[config.mk]
export PLATFORM = sky130hd
export DESIGN_NAME = booth_product_accumulator
export DESIGN_NICKNAME = d
export VERILOG_FILES = /design/src/rtl/booth_pkg.sv /design/src/rtl/booth_sat_add.sv /design/src/rtl/booth_product_accumulator.sv
export SDC_FILE = /design/constraint.sdc
export NUM_CORES = 1
export LEC_CHECK = 0
export CAP_MARGIN = 10
export CORE_AREA = 2 2 71 53
export CTS_CLUSTER_DIAMETER = 40
export DETAILED_ROUTE_END_ITERATION = 8
export DIE_AREA = 0 0 73 55
export PLACE_DENSITY = 0.75
export SLEW_MARGIN = 20
export SYNTH_ARGS = -nofsm -noshare
export SYNTH_HDL_FRONTEND = slang
export SYNTH_HIERARCHICAL = 1
export SYNTH_SLANG_ARGS = --single-unit
[constraint.sdc]
create_clock -name clk -period 3.26 [get_ports clk]
set_input_delay 0.326 -clock clk [delete_from_list [all_inputs] [get_ports clk]]
set_output_delay 0.326 -clock clk [all_outputs]
set_load 0.01 [all_outputs]
[src/rtl/booth_pkg.sv]
// rtl/booth_pkg.sv - shared types and limits for the Booth product accumulator
package booth_pkg;

  localparam int PROD_W    = 8;
  localparam int ACC_W_DEF = 12;

  typedef enum logic {
    ACCUM = 1'b0,
    HOLD  = 1'b1
  } acc_state_e;

  function automatic int acc_max(input int w);
    return (1 <<< (w - 1)) - 1;
  endfunction

  function automatic int acc_min(input int w);
    return -(1 <<< (w - 1));
  endfunction

  localparam int ACC_MAX = acc_max(ACC_W_DEF);
  localparam int ACC_MIN = acc_min(ACC_W_DEF);

endpackage

[src/rtl/booth_sat_add.sv]
// rtl/booth_sat_add.sv - combinational signed saturating adder, accumulator plus product
module booth_sat_add
  import booth_pkg::*;
#(
  parameter int ACC_W = ACC_W_DEF
) (
  input  logic [ACC_W-1:0]  acc,
  input  logic [PROD_W-1:0] addend,
  output logic [ACC_W-1:0]  result,
  output logic              ovf
);

  localparam logic signed [ACC_W:0] HI = (ACC_W+1)'(acc_max(ACC_W));
  localparam logic signed [ACC_W:0] LO = (ACC_W+1)'(acc_min(ACC_W));

  logic signed [ACC_W:0] sum;
  logic                  over_hi;
  logic                  under_lo;

  // One guard bit is enough: two in-range operands can never wrap at ACC_W+1 bits.
  always_comb begin
    sum      = $signed({acc[ACC_W-1], acc}) +
               $signed({{(ACC_W+1-PROD_W){addend[PROD_W-1]}}, addend});
    over_hi  = (sum > HI);
    under_lo = (sum < LO);
    ovf      = over_hi | under_lo;
    if (over_hi) begin
      result = HI[ACC_W-1:0];
    end else if (under_lo) begin
      result = LO[ACC_W-1:0];
    end else begin
      result = sum[ACC_W-1:0];
    end
  end

endmodule

[src/rtl/booth_product_accumulator.sv]
// rtl/booth_product_accumulator.sv - sums groups of LEN signed products into a saturating result
module booth_product_accumulator
  import booth_pkg::*;
#(
  parameter int ACC_W = ACC_W_DEF,
  parameter int LEN   = 4
) (
  input  logic              clk,
  input  logic              n_rst,
  input  logic              clear,
  input  logic              prod_valid,
  output logic              prod_ready,
  input  logic [PROD_W-1:0] prod_data,
  output logic              acc_valid,
  input  logic              acc_ready,
  output logic [ACC_W-1:0]  acc_data,
  output logic              acc_sat,
  output logic [3:0]        acc_cnt
);

  acc_state_e       state, state_nxt;
  logic [ACC_W-1:0] acc_nxt, sum;
  logic             sat_nxt, step_ovf, accept;
  logic [3:0]       cnt_nxt;

  booth_sat_add #(.ACC_W(ACC_W)) u_sat_add (
    .acc    (acc_data),
    .addend (prod_data),
    .result (sum),
    .ovf    (step_ovf)
  );

  // Ready depends only on state and clear, never on prod_valid.
  assign prod_ready = (state == ACCUM) && !clear;
  assign acc_valid  = (state == HOLD);
  assign accept     = prod_valid && prod_ready;

  always_comb begin
    state_nxt = state;
    acc_nxt   = acc_data;
    sat_nxt   = acc_sat;
    cnt_nxt   = acc_cnt;
    if (clear) begin
      state_nxt = ACCUM;
      acc_nxt   = '0;
      sat_nxt   = 1'b0;
      cnt_nxt   = '0;
    end else begin
      case (state)
        ACCUM: begin
          if (accept) begin
            acc_nxt = sum;
            sat_nxt = acc_sat | step_ovf;
            cnt_nxt = acc_cnt + 4'd1;
            if (cnt_nxt == 4'(LEN)) begin
              state_nxt = HOLD;
            end
          end
        end
        HOLD: begin
          if (acc_ready) begin
            state_nxt = ACCUM;
            acc_nxt   = '0;
            sat_nxt   = 1'b0;
            cnt_nxt   = '0;
          end
        end
        default: state_nxt = ACCUM;
      endcase
    end
  end

  always_ff @(posedge clk or negedge n_rst) begin
    if (!n_rst) begin
      state    <= ACCUM;
      acc_data <= '0;
      acc_sat  <= 1'b0;
      acc_cnt  <= '0;
    end else begin
      state    <= state_nxt;
      acc_data <= acc_nxt;
      acc_sat  <= sat_nxt;
      acc_cnt  <= cnt_nxt;
    end
  end

endmodule

==> results by group <==
Status
  • Status: complete, no violations

Power and ir drop
  • Peak supply drop: 0.3295 mV
  • Total chip power: 1.296 mW
  • Power Density: 631.8 nW/µm²
  • Leak: 0.8987 nW

Logic synthesis
  • Syn Area/Cell: 9.061 µm²
  • Sequential share of the synthesized area: 0.2731
  • Syn_nets: 209
  • Asr flop ratio synth: 1.000
  • Cell taking the most area after synthesis: dfrtp_1
  • Netlist cell types: 49
  • Synth Cell Area: 1649 µm²
  • Post-synth EDFFs: 0
  • Top post-synthesis cells by count: dfrtp_1 (18), o21ai_0 (18), a21oi_1 (16), ha_1 (13)
  • Yosys warns: 6
  • Syn Inst Count: 182
  • Top-area cell type share of the netlist area: 0.2731
  • Main synth FF type: dfrtp_1
  • Synth area leaders: dfrtp_1 (27%), ha_1 (9.9%), a22o_2 (6.7%), o21ai_0 (5.5%), a21oi_1 (4.9%)
  • Seq cells post-synth: 18

Clocking
  • Post-CTS Repair Setup Buffers: 0
  • Clock latency on the worst-skew pair: 0.25 ns
  • H-tree depth: 1
  • Post-CTS Resized: 0
  • Clock buffer count from CTS: 3
  • Clock sinks: 18
  • Clock root cell: clkbuf_8
  • CTS max path bufs: 2
  • Hold-fix buffers at CTS: 0
  • Worst-path clk slew: 0.07 ns
  • CTS tree: built

Floorplanning
  • Row count: 18
  • Initial Utilization: 0.4914
  • Vert. Die Dim: 55 µm
  • Placeable core area: 3356 µm²
  • Ports: 32
  • Die X: 73 µm
  • Die area: 4015 µm²

Route
  • DR vias: 1641
  • First-pass DRT Iterations: 5
  • # DRC: 0
  • Antenna Violating Nets Remaining: 0
  • Vias per Instance: 6.435
  • Final wirelength: 4293 µm
  • Detailed Route Iter0 Violations: 99
  • Wire length per cell: 16.84 µm

Timing
  • Final min period: 2.754 ns
  • Min Hold Slack: 0.5300 ns
  • Final hold vios: 0
  • Highest Clock Rate: 363.1 MHz
  • Clock Skews: 0.004951 ns
  • PnR worst setup slack: 0.5056 ns
  • RSZ-0062 raised after global routing: false
  • Worst slew pin tran: 0.8581 ns
  • Setup TNS: 0 ns
  • Setup violators final: 0
  • Final period util: 0.8449
  • Count of pins over their slew limit: 0
  • Relative slew slack: 0.4262

GRT
  • Antenna violations before repair: 0
  • GR Overflow Total: 0
  • Vias in the first global route: 1515
  • GRT Resource Usage Total: 0.2255
  • First-pass GRT wire length: 6948 µm
  • Largest net degree at the start of global routing: 19

Flow run
  • Maxcap violations: 0

Setup path
  • CP arrival: 2.95 ns
  • Critical path peak fanout: 16
  • Critical path type: in -> reg
  • WP data required: 3.46 ns
  • Worst setup EP type: flop
  • Slowest Stage Delay on Critical Path: 0.53 ns
  • Crit path top cell by count: a22o_1
  • Slowest-stage cell, CP: clkdlybuf4s50_1
  • Critical-path cell list: clkdlybuf4s50_1, ha_1, a21o_1, a21oi_1, o22ai_2, nor3b_4, a22o_1, nand3b_1, a22o_1
  • Crit start category: input pin

Layout
  • Fillers: 292
  • P&R area growth vs syn: 24.36%
  • Layout Nets: 243
  • Layout cell share with drive strength beyond 1: 0.1442
  • End-of-flow core utilization: 0.6111
  • ANT cells: 0

Hold path
  • Hold Crit Class: reg -> reg

Place
  • Pre-CTS WS: 0.2994 ns
  • Port bufs: 31
  • RePlAce Congestion: 0.9562
  • Dpl hpwl: 3239 µm
-- stage by stage --
step / instance area, µm² / instances
6_report: 2051 / 255
5_1_grt: 2051 / 255
4_1_cts: 2051 / 255
3_5_place_dp: 1996 / 251
3_3_place_gp: 1996 / 251
2_1_floorplan: 1649 / 182
-- power breakdown --
| part | total [mW] | switching, mW | internal, mW |
|---|---|---|---|
| Sequential | 0.304 | 0.0391 | 0.265 |
| Combinational | 0.807 | 0.431 | 0.376 |
| Clock | 0.184 | 0.0770 | 0.107 |
-- layer usage --
| layer | wire length [µm] | track usage | vias up |
|---|---|---|---|
| met3 | 276 | 0.05254 | 6 |
| met1 | 1968 | 0.2948 | 789 |
| met2 | 2007 | 0.3784 | 84 |
| met5 | 0 | 0 | - |
| met4 | 40 | 0.06173 | 0 |
| li1 | - | - | 762 |
-- logic make-up (layout without fill, tap and decap cells) --
group | after synthesis | count (layout) | synth area share
xor gates and xnor gates | 9 | 9 | 0.04780
and+or+nand+nor | 42 | 42 | 0.1555
buffers and inverters | 18 | 51 | 0.05614
adders and majority gates | 14 | 14 | 0.1108
AOI/OAI and AO/OA | 80 | 80 | 0.3498
DFF | 18 | 18 | 0.2731
muxes | 1 | 1 | 0.006828
-- worst max-delay path: cells and delay by family --
kind            cells  cell delay, ns
fa+ha+maj           1            0.44
buf+inv             1            0.53
compound gates      5            0.98
simple gates        2            0.67
-- final cells by class --
class                           instances  area (µm²)  area share
Clock buffer                            4       55.05     0.02685
Inverter                               11       41.29     0.02013
Tap cell                               40       50.05     0.02441
Multi-Input combinational cell        146        1106      0.5394
Sequential cell                        18       450.4      0.2196
Timing Repair Buffer                   36       347.8      0.1696
-- sequential cells by signal, indices dropped and copies added, names as in the netlist --
name       cells
acc_cnt        4
acc_sat        1
acc_valid      1
acc_data      12
-- cells in the final DEF, fill, tap and decap left out, types with 2 or more instances in the layout --
master           count
a21o_1               5
and2_1               2
clkbuf_8             4
nand2_1              8
inv_1               11
o211ai_1             8
a21oi_1             16
clkdlybuf4s50_1     31
nand2b_1             2
nor3_1               3
a22o_2              11
ha_1                13
nor2b_1              3
dfrtp_1             18
nand3_1              7
o21ai_0             18
or3b_2               2
a211oi_1             2
nor2_1               5
a211oi_2             2
buf_4                5
xnor2_1              8
and3_1               2
a22o_1               4
nand3b_1             2
-- path summary, 6_finish.rpt --
kind	from	to	slack, ns	cells past startpoint
worst max-delay path	prod_data[7]	acc_data[8]$_DFFE_PN0P_	0.51	9
worst min-delay path	acc_data[6]$_DFFE_PN0P_	acc_data[6]$_DFFE_PN0P_	0.53	1
worst max register to register	acc_data[1]$_DFFE_PN0P_	acc_data[8]$_DFFE_PN0P_	0.71	8
worst min register to register	acc_data[6]$_DFFE_PN0P_	acc_data[6]$_DFFE_PN0P_	0.53	1
max in group asynchronous	n_rst	acc_data[5]$_DFFE_PN0P_	2.17	1
min in group asynchronous	n_rst	acc_data[6]$_DFFE_PN0P_	0.56	1
Note: power is estimated with default switching activity, not from simulation.
